File: config.mk
export PLATFORM = sky130hd
export DESIGN_NAME = result_bcd_emitter_flat
export DESIGN_NICKNAME = d
export VERILOG_FILES = /design/src/rtl/result_bcd_emitter_if.sv /design/src/rtl/result_bcd_emitter.sv /design/src/flat_wrapper.sv
export SDC_FILE = /design/constraint.sdc
export NUM_CORES = 1
export LEC_CHECK = 0
export BUFFER_PORTS_ARGS = -buffer_cell sky130_fd_sc_hd__buf_2
export CORE_MARGIN = 3
export CORE_UTILIZATION = 30
export DETAILED_ROUTE_END_ITERATION = 12
export GPL_ROUTABILITY_DRIVEN = 0
export MAX_ROUTING_LAYER = met4
export PLACE_DENSITY = 0.58
export SYNTH_ARGS = -nofsm -noshare
export SYNTH_HDL_FRONTEND = slang
export SYNTH_SLANG_ARGS = --single-unit
File: constraint.sdc
create_clock -name clk -period 3.6 [get_ports clk]
set_input_delay 0.9 -clock clk [delete_from_list [all_inputs] [get_ports clk]]
set_output_delay 0.9 -clock clk [all_outputs]
set_load 0.02 [all_outputs]
File: src/rtl/result_bcd_emitter_if.sv
// Result/digit bus between the ALU result path, the BCD emitter and the display driver.
interface result_bcd_emitter_if #(
    parameter int BIN_W  = 14,
    parameter int DIGITS = 4,
    parameter int IDX_W  = 2
);
    logic                  start;
    logic [BIN_W-1:0]      bin_in;
    logic                  busy;
    logic [4*DIGITS-1:0]   bcd_out;
    logic                  bcd_valid;
    logic                  overflow;
    logic [DIGITS-1:0]     blank_mask;
    logic                  dig_valid;
    logic                  dig_ready;
    logic [3:0]            dig_data;
    logic [IDX_W-1:0]      dig_idx;
    logic                  dig_last;

    // Result producer / display consumer side.
    modport master (
        output start, bin_in, dig_ready,
        input  busy, bcd_out, bcd_valid, overflow, blank_mask,
        input  dig_valid, dig_data, dig_idx, dig_last
    );

    // Emitter side.
    modport slave (
        input  start, bin_in, dig_ready,
        output busy, bcd_out, bcd_valid, overflow, blank_mask,
        output dig_valid, dig_data, dig_idx, dig_last
    );
endinterface

File: src/rtl/result_bcd_emitter.sv
// Binary-to-BCD converter (iterative double dabble) with an MSD-first digit stream,
// overflow flag and leading-zero blank mask. All outputs are registered.
module result_bcd_emitter #(
    parameter int BIN_W  = 14,
    parameter int DIGITS = 4,
    parameter int IDX_W  = 2
) (
    input logic                 clk,
    input logic                 rst,
    result_bcd_emitter_if.slave bus
);
    localparam int SH_W  = 4 * DIGITS + BIN_W;
    localparam int BCD_W = 4 * DIGITS;
    localparam int CNT_W = $clog2(BIN_W + 1);
    localparam logic [BIN_W:0]     MAX_C  = (BIN_W + 1)'(10 ** DIGITS - 1);
    localparam logic [BCD_W-1:0]   ALL9_C = {DIGITS{4'h9}};
    localparam logic [IDX_W-1:0]   MSD_C  = IDX_W'(DIGITS - 1);

    typedef enum logic [1:0] {
        ST_IDLE  = 2'd0,
        ST_SHIFT = 2'd1,
        ST_EMIT  = 2'd2
    } state_t;

    state_t              state_r, state_s;
    logic [SH_W-1:0]     shift_r, shift_s, adj_s, shifted_s;
    logic [CNT_W-1:0]    count_r, count_s;
    logic                busy_r, busy_s;
    logic [BCD_W-1:0]    bcd_r, bcd_s;
    logic                bcd_valid_r, bcd_valid_s;
    logic                ovf_r, ovf_s;
    logic [DIGITS-1:0]   blank_r, blank_s;
    logic                dig_valid_r, dig_valid_s;
    logic [3:0]          dig_data_r, dig_data_s;
    logic [IDX_W-1:0]    dig_idx_r, dig_idx_s;
    logic                dig_last_r, dig_last_s;

    // Add 3 to a nibble that would become >=10 after the next doubling.
    function automatic logic [3:0] add3_f(input logic [3:0] n);
        return (n >= 4'd5) ? (n + 4'd3) : n;
    endfunction

    // Apply the add-3 correction to every BCD nibble of the shift register.
    function automatic logic [SH_W-1:0] add3_all_f(input logic [SH_W-1:0] v);
        logic [SH_W-1:0] r;
        r = v;
        for (int i = 0; i < DIGITS; i++) begin
            r[BIN_W + 4*i +: 4] = add3_f(v[BIN_W + 4*i +: 4]);
        end
        return r;
    endfunction

    // Digit i is blank when it and every more significant digit are zero; digit 0 never blanks.
    function automatic logic [DIGITS-1:0] blank_f(input logic [BCD_W-1:0] bcd);
        logic [DIGITS-1:0] m;
        logic              z;
        m = {DIGITS{1'b0}};
        z = 1'b1;
        for (int i = DIGITS - 1; i >= 1; i--) begin
            z    = z & (bcd[4*i +: 4] == 4'h0);
            m[i] = z;
        end
        return m;
    endfunction

    function automatic logic [3:0] digit_f(input logic [BCD_W-1:0] bcd, input logic [IDX_W-1:0] idx);
        return bcd[4*idx +: 4];
    endfunction

    // FSM state register.
    always_ff @(posedge clk) begin
        if (rst) begin
            state_r <= ST_IDLE;
        end else begin
            state_r <= state_s;
        end
    end

    // Next-state, datapath and next-output logic.
    always_comb begin
        state_s     = state_r;
        shift_s     = shift_r;
        count_s     = count_r;
        busy_s      = busy_r;
        bcd_s       = bcd_r;
        bcd_valid_s = 1'b0;
        ovf_s       = ovf_r;
        blank_s     = blank_r;
        dig_valid_s = dig_valid_r;
        dig_data_s  = dig_data_r;
        dig_idx_s   = dig_idx_r;
        dig_last_s  = dig_last_r;
        adj_s       = add3_all_f(shift_r);
        shifted_s   = {adj_s[SH_W-2:0], 1'b0};
        case (state_r)
            ST_IDLE: begin
                if (bus.start) begin
                    shift_s = {{BCD_W{1'b0}}, bus.bin_in};
                    count_s = {CNT_W{1'b0}};
                    busy_s  = 1'b1;
                    if ({1'b0, bus.bin_in} > MAX_C) begin
                        // Out of range: skip conversion and show all nines.
                        state_s     = ST_EMIT;
                        bcd_s       = ALL9_C;
                        ovf_s       = 1'b1;
                        blank_s     = {DIGITS{1'b0}};
                        bcd_valid_s = 1'b1;
                        dig_valid_s = 1'b1;
                        dig_idx_s   = MSD_C;
                        dig_data_s  = 4'h9;
                        dig_last_s  = (MSD_C == {IDX_W{1'b0}});
                    end else begin
                        state_s = ST_SHIFT;
                    end
                end else begin
                    state_s = ST_IDLE;
                end
            end
            ST_SHIFT: begin
                shift_s = shifted_s;
                count_s = count_r + CNT_W'(1);
                if (count_r == CNT_W'(BIN_W - 1)) begin
                    // Final shift: publish the result and present the MSD on the same edge.
                    state_s     = ST_EMIT;
                    bcd_s       = shifted_s[SH_W-1 -: BCD_W];
                    ovf_s       = 1'b0;
                    blank_s     = blank_f(shifted_s[SH_W-1 -: BCD_W]);
                    bcd_valid_s = 1'b1;
                    dig_valid_s = 1'b1;
                    dig_idx_s   = MSD_C;
                    dig_data_s  = shifted_s[SH_W-1 -: 4];
                    dig_last_s  = (MSD_C == {IDX_W{1'b0}});
                end else begin
                    state_s = ST_SHIFT;
                end
            end
            ST_EMIT: begin
                if (dig_valid_r && bus.dig_ready) begin
                    if (dig_last_r) begin
                        state_s     = ST_IDLE;
                        busy_s      = 1'b0;
                        dig_valid_s = 1'b0;
                        dig_last_s  = 1'b0;
                        dig_data_s  = 4'h0;
                        dig_idx_s   = {IDX_W{1'b0}};
                    end else begin
                        dig_idx_s  = dig_idx_r - IDX_W'(1);
                        dig_data_s = digit_f(bcd_r, dig_idx_r - IDX_W'(1));
                        dig_last_s = (dig_idx_r == IDX_W'(1));
                    end
                end else begin
                    state_s = ST_EMIT;
                end
            end
            default: begin
                state_s = ST_IDLE;
            end
        endcase
    end

    // Datapath and output registers.
    always_ff @(posedge clk) begin
        if (rst) begin
            shift_r     <= {SH_W{1'b0}};
            count_r     <= {CNT_W{1'b0}};
            busy_r      <= 1'b0;
            bcd_r       <= {BCD_W{1'b0}};
            bcd_valid_r <= 1'b0;
            ovf_r       <= 1'b0;
            blank_r     <= {DIGITS{1'b0}};
            dig_valid_r <= 1'b0;
            dig_data_r  <= 4'h0;
            dig_idx_r   <= {IDX_W{1'b0}};
            dig_last_r  <= 1'b0;
        end else begin
            shift_r     <= shift_s;
            count_r     <= count_s;
            busy_r      <= busy_s;
            bcd_r       <= bcd_s;
            bcd_valid_r <= bcd_valid_s;
            ovf_r       <= ovf_s;
            blank_r     <= blank_s;
            dig_valid_r <= dig_valid_s;
            dig_data_r  <= dig_data_s;
            dig_idx_r   <= dig_idx_s;
            dig_last_r  <= dig_last_s;
        end
    end

    assign bus.busy       = busy_r;
    assign bus.bcd_out    = bcd_r;
    assign bus.bcd_valid  = bcd_valid_r;
    assign bus.overflow   = ovf_r;
    assign bus.blank_mask = blank_r;
    assign bus.dig_valid  = dig_valid_r;
    assign bus.dig_data   = dig_data_r;
    assign bus.dig_idx    = dig_idx_r;
    assign bus.dig_last   = dig_last_r;

endmodule

File: src/flat_wrapper.sv
// flat-port wrapper written by rule: the top's interface ports become plain ports
module result_bcd_emitter_flat 
#(
    parameter int BIN_W  = 14,
    parameter int DIGITS = 4,
    parameter int IDX_W  = 2
)
  (clk, rst, bus_start, bus_bin_in, bus_dig_ready, bus_busy, bus_bcd_out, bus_bcd_valid, bus_overflow, bus_blank_mask, bus_dig_valid, bus_dig_data, bus_dig_idx, bus_dig_last);
  result_bcd_emitter_if #(.BIN_W(BIN_W), .DIGITS(DIGITS), .IDX_W(IDX_W)) bus_i ();
  input logic clk;
  input logic rst;
  input wire logic [$bits(bus_i.start)-1:0] bus_start;
  input wire logic [$bits(bus_i.bin_in)-1:0] bus_bin_in;
  input wire logic [$bits(bus_i.dig_ready)-1:0] bus_dig_ready;
  output wire logic [$bits(bus_i.busy)-1:0] bus_busy;
  output wire logic [$bits(bus_i.bcd_out)-1:0] bus_bcd_out;
  output wire logic [$bits(bus_i.bcd_valid)-1:0] bus_bcd_valid;
  output wire logic [$bits(bus_i.overflow)-1:0] bus_overflow;
  output wire logic [$bits(bus_i.blank_mask)-1:0] bus_blank_mask;
  output wire logic [$bits(bus_i.dig_valid)-1:0] bus_dig_valid;
  output wire logic [$bits(bus_i.dig_data)-1:0] bus_dig_data;
  output wire logic [$bits(bus_i.dig_idx)-1:0] bus_dig_idx;
  output wire logic [$bits(bus_i.dig_last)-1:0] bus_dig_last;
  assign bus_i.start = bus_start;
  assign bus_i.bin_in = bus_bin_in;
  assign bus_i.dig_ready = bus_dig_ready;
  assign bus_busy = bus_i.busy;
  assign bus_bcd_out = bus_i.bcd_out;
  assign bus_bcd_valid = bus_i.bcd_valid;
  assign bus_overflow = bus_i.overflow;
  assign bus_blank_mask = bus_i.blank_mask;
  assign bus_dig_valid = bus_i.dig_valid;
  assign bus_dig_data = bus_i.dig_data;
  assign bus_dig_idx = bus_i.dig_idx;
  assign bus_dig_last = bus_i.dig_last;
  result_bcd_emitter #(.BIN_W(BIN_W), .DIGITS(DIGITS), .IDX_W(IDX_W)) u_core (.clk(clk), .rst(rst), .bus(bus_i));
endmodule
==> results_dict.tcl <==
set metrics [dict create \
    min_period_ns 2.38 \
    avgSynthCellArea_um2 8.94 \
    drive_gt1_share_pct 19.5 \
    placed_area_mm2 0.00368 \
    synth_area_leaders "dfxtp_1 (39%), nor2_1 (7.0%), mux2i_1 (6.2%)" \
    die_y_um 112 \
    vias 2887 \
    post-dp-hpwl_um 5930 \
    wire_per_inst_um 14.9 \
    die_w_um 112 \
    grt_pass1_wl_um 13800 \
    report.final.slew_viol_count 0 \
    via_per_inst 5.15 \
    cts-root-buf "clkbuf_8" \
    final.period_utilization_pct 66.0 \
    critPathArrivalTime_ns 2.66 \
    synth.ff_latch_count 66 \
    std_cell_rows 38 \
    slew_headroom_pct 48.3 \
    synth_simple_gate_area_share_pct 17.2 \
    cts.path.max_buffers 2 \
    grt_usage_pct 14.1 \
    antenna_found_initial 0 \
    hold_class "reg2reg" \
    nets 449 \
    area_growth_pct 15.4 \
    synth_compound_area_share_pct 21.3 \
    crit_required_ns 3.89 \
    post-place-ws_ns 0.897 \
    yosysWarnings 0 \
    synth_fa_ha_area_share_pct 5.57 \
    critPathLaunch "bus_bin_in[6]" \
    maxClockFrequency_mhz 421 \
    cts_buffers 9 \
    p_leak_nw 1.54 \
    final_common_cell "dfxtp_1" \
    cts_tree "built" \
    die_area_mm2 0.0125 \
    rsz0062_at_grt "false" \
    cts_resized 0 \
    synth_nets 410 \
    netlist_instances 377 \
    grt-ovfl-total 0 \
    r2r_start "u_core.state_r[0]" \
    synth_edf_count 0 \
    ir_drop_v 0.000153 \
    ctsHoldBuffers 0 \
    core_area_mm2 0.0109 \
    grt_max_degree 36 \
    insertion_delay_ns 0.35 \
    endpoint_kind "register" \
    routed_wl_um 8380 \
    first_pass_iters 4 \
    worst_slew_pin_slew_ns 0.776 \
    ys.flop_type "dfxtp_1" \
    synth-xor-area-share_pct 1.04 \
    yosysSeqAreaShare_pct 39.2 \
    power_density_mw_per_mm2 483 \
    ant_nets 0 \
    muxShareOfSynthArea_pct 8.91 \
    drt_first_iter_violations 131 \
    synth_top_cell_by_area "dfxtp_1" \
    cpPeakStageDelay_ns 0.52 \
    min_from "u_core.bus.blank_mask[3]" \
    finalHoldViolCount 0 \
    syn_area_mm2 0.00337 \
    htree_levels 3 \
    crit_type "in2reg" \
    synth_top_family_by_area "compound AO/OA/AOI/OAI gates" \
    slowest_stage "nor4_1" \
    antenna_cells 0 \
    max_cap_viol_count 0 \
    setup_viol 0 \
    mostFrequentLayoutCells "dfxtp_1 (66), nor2_1 (63), buf_2 (47), inv_1 (22), a22oi_1 (22)" \
    ioPinCount 49 \
    cp_max_fo 15 \
    async_flop_share_pct 0 \
    grt_pass1_vias 2782 \
    tns_ns 0 \
    crit_path_start_kind "input port" \
    postCtsSetupRepairBufs 0 \
    crit_chain "buf_2, nor4_1, o311a_4, or3_1, a22oi_1, nor2_1" \
    drc 0 \
    skew_ns 0.00761 \
    synth_top_area_share_pct 39.2 \
    finalInstanceArea_mm2 0.00389 \
    io_buffers 47 \
    synth_cell_types 50 \
    clk_pin_slew_ns 0.07 \
    worst_slack_ns 1.22 \
    clock-sinks 66 \
    outcome "finished clean" \
    initial_core_util_pct 31.0 \
]
==> cell families after synthesis <==
| logic type | Yosys count |
|---|---|
| and+or+nand+nor | 124 |
| adders and majority gates | 15 |
| xor gates and xnor gates | 4 |
| buffers and inverters | 46 |
| other | 1 |
| DFF | 66 |
| muxes | 25 |
| AOI/OAI and AO/OA | 96 |
==> cell type report <==
cell class	instances	area [um2]
Clock buffer	11	151
Fill cell	1094	7000
Tap cell	140	175
Timing Repair Buffer	52	273
Clock inverter	5	61.3
Sequential cell	66	1320
Inverter	22	82.6
Multi-Input combinational cell	265	1830
==> per-stage QoR <==
stage / total power, mW / utilization, % / hold WS, ns / instances
global route: 1.98 / 35.7 / 0.509 / 561
CTS: 1.90 / 35.7 / 0.461 / 561
global placement: 1.23 / 33.8 / 0.444 / 545
detailed placement: 1.24 / 33.8 / 0.450 / 545
floorplan: 1.13 / - / 0.432 / 377
finish: 1.88 / 35.7 / 0.458 / 561
==> state kept, by name (all words and copies together), names as in the netlist <==
signal / count
u_core.bus.dig_data: 4
u_core.bus.blank_mask: 3
u_core.bus.overflow: 1
u_core.bus.bcd_out: 16
u_core.count_r: 4
u_core.bus.dig_valid: 1
u_core.bus.dig_idx: 2
u_core.bus.bcd_valid: 1
u_core.shift_r: 30
u_core.state_r: 2
u_core.bus.busy: 1
u_core.bus.dig_last: 1
==> routing by layer <==
metal | global-route usage, % | vias to the layer above | routed length, um
met5 | - | - | 0
met4 | 7.93 | 0 | 231
met3 | 2.45 | 17 | 302
met2 | 21.1 | 54 | 3820
met1 | 18.1 | 1381 | 4030
li1 | - | 1435 | -
==> cell usage after synthesis, drive strengths merged (10+ instances only) <==
cell type,count
a211oi,18
dfxtp,66
a22oi,22
ha,15
nand2,18
a21oi,19
nor2,63
mux2i,21
clkbuf,14
inv,22
nand3,11
o21ai,10
==> worst max-delay path: cells and delay by family <==
| kind | cells | cell delay, ns |
|---|---|---|
| AND/OR/NAND/NOR | 3 | 1.14 |
| AO/OA/AOI/OAI | 2 | 0.50 |
| buffers and inverters | 1 | 0.11 |
==> worst paths after layout <==
path | slack, ns | to | cells past startpoint
worst max-delay path | 1.22 | u_core.bus.bcd_out[14] | 6
worst min-delay path | 0.46 | u_core.bus.blank_mask[3] | 2
worst max register to register | 1.29 | u_core.bus.dig_valid | 7
worst min register to register | 0.46 | u_core.bus.blank_mask[3] | 2
==> where the power goes <==
group          switching [mW]  total (mW)  internal [mW]
clock network           0.299       0.659          0.360
logic                   0.245       0.385          0.139
registers              0.0498       0.836          0.786
total                   0.594        1.88           1.28
Power figures use the tool's default switching activity.
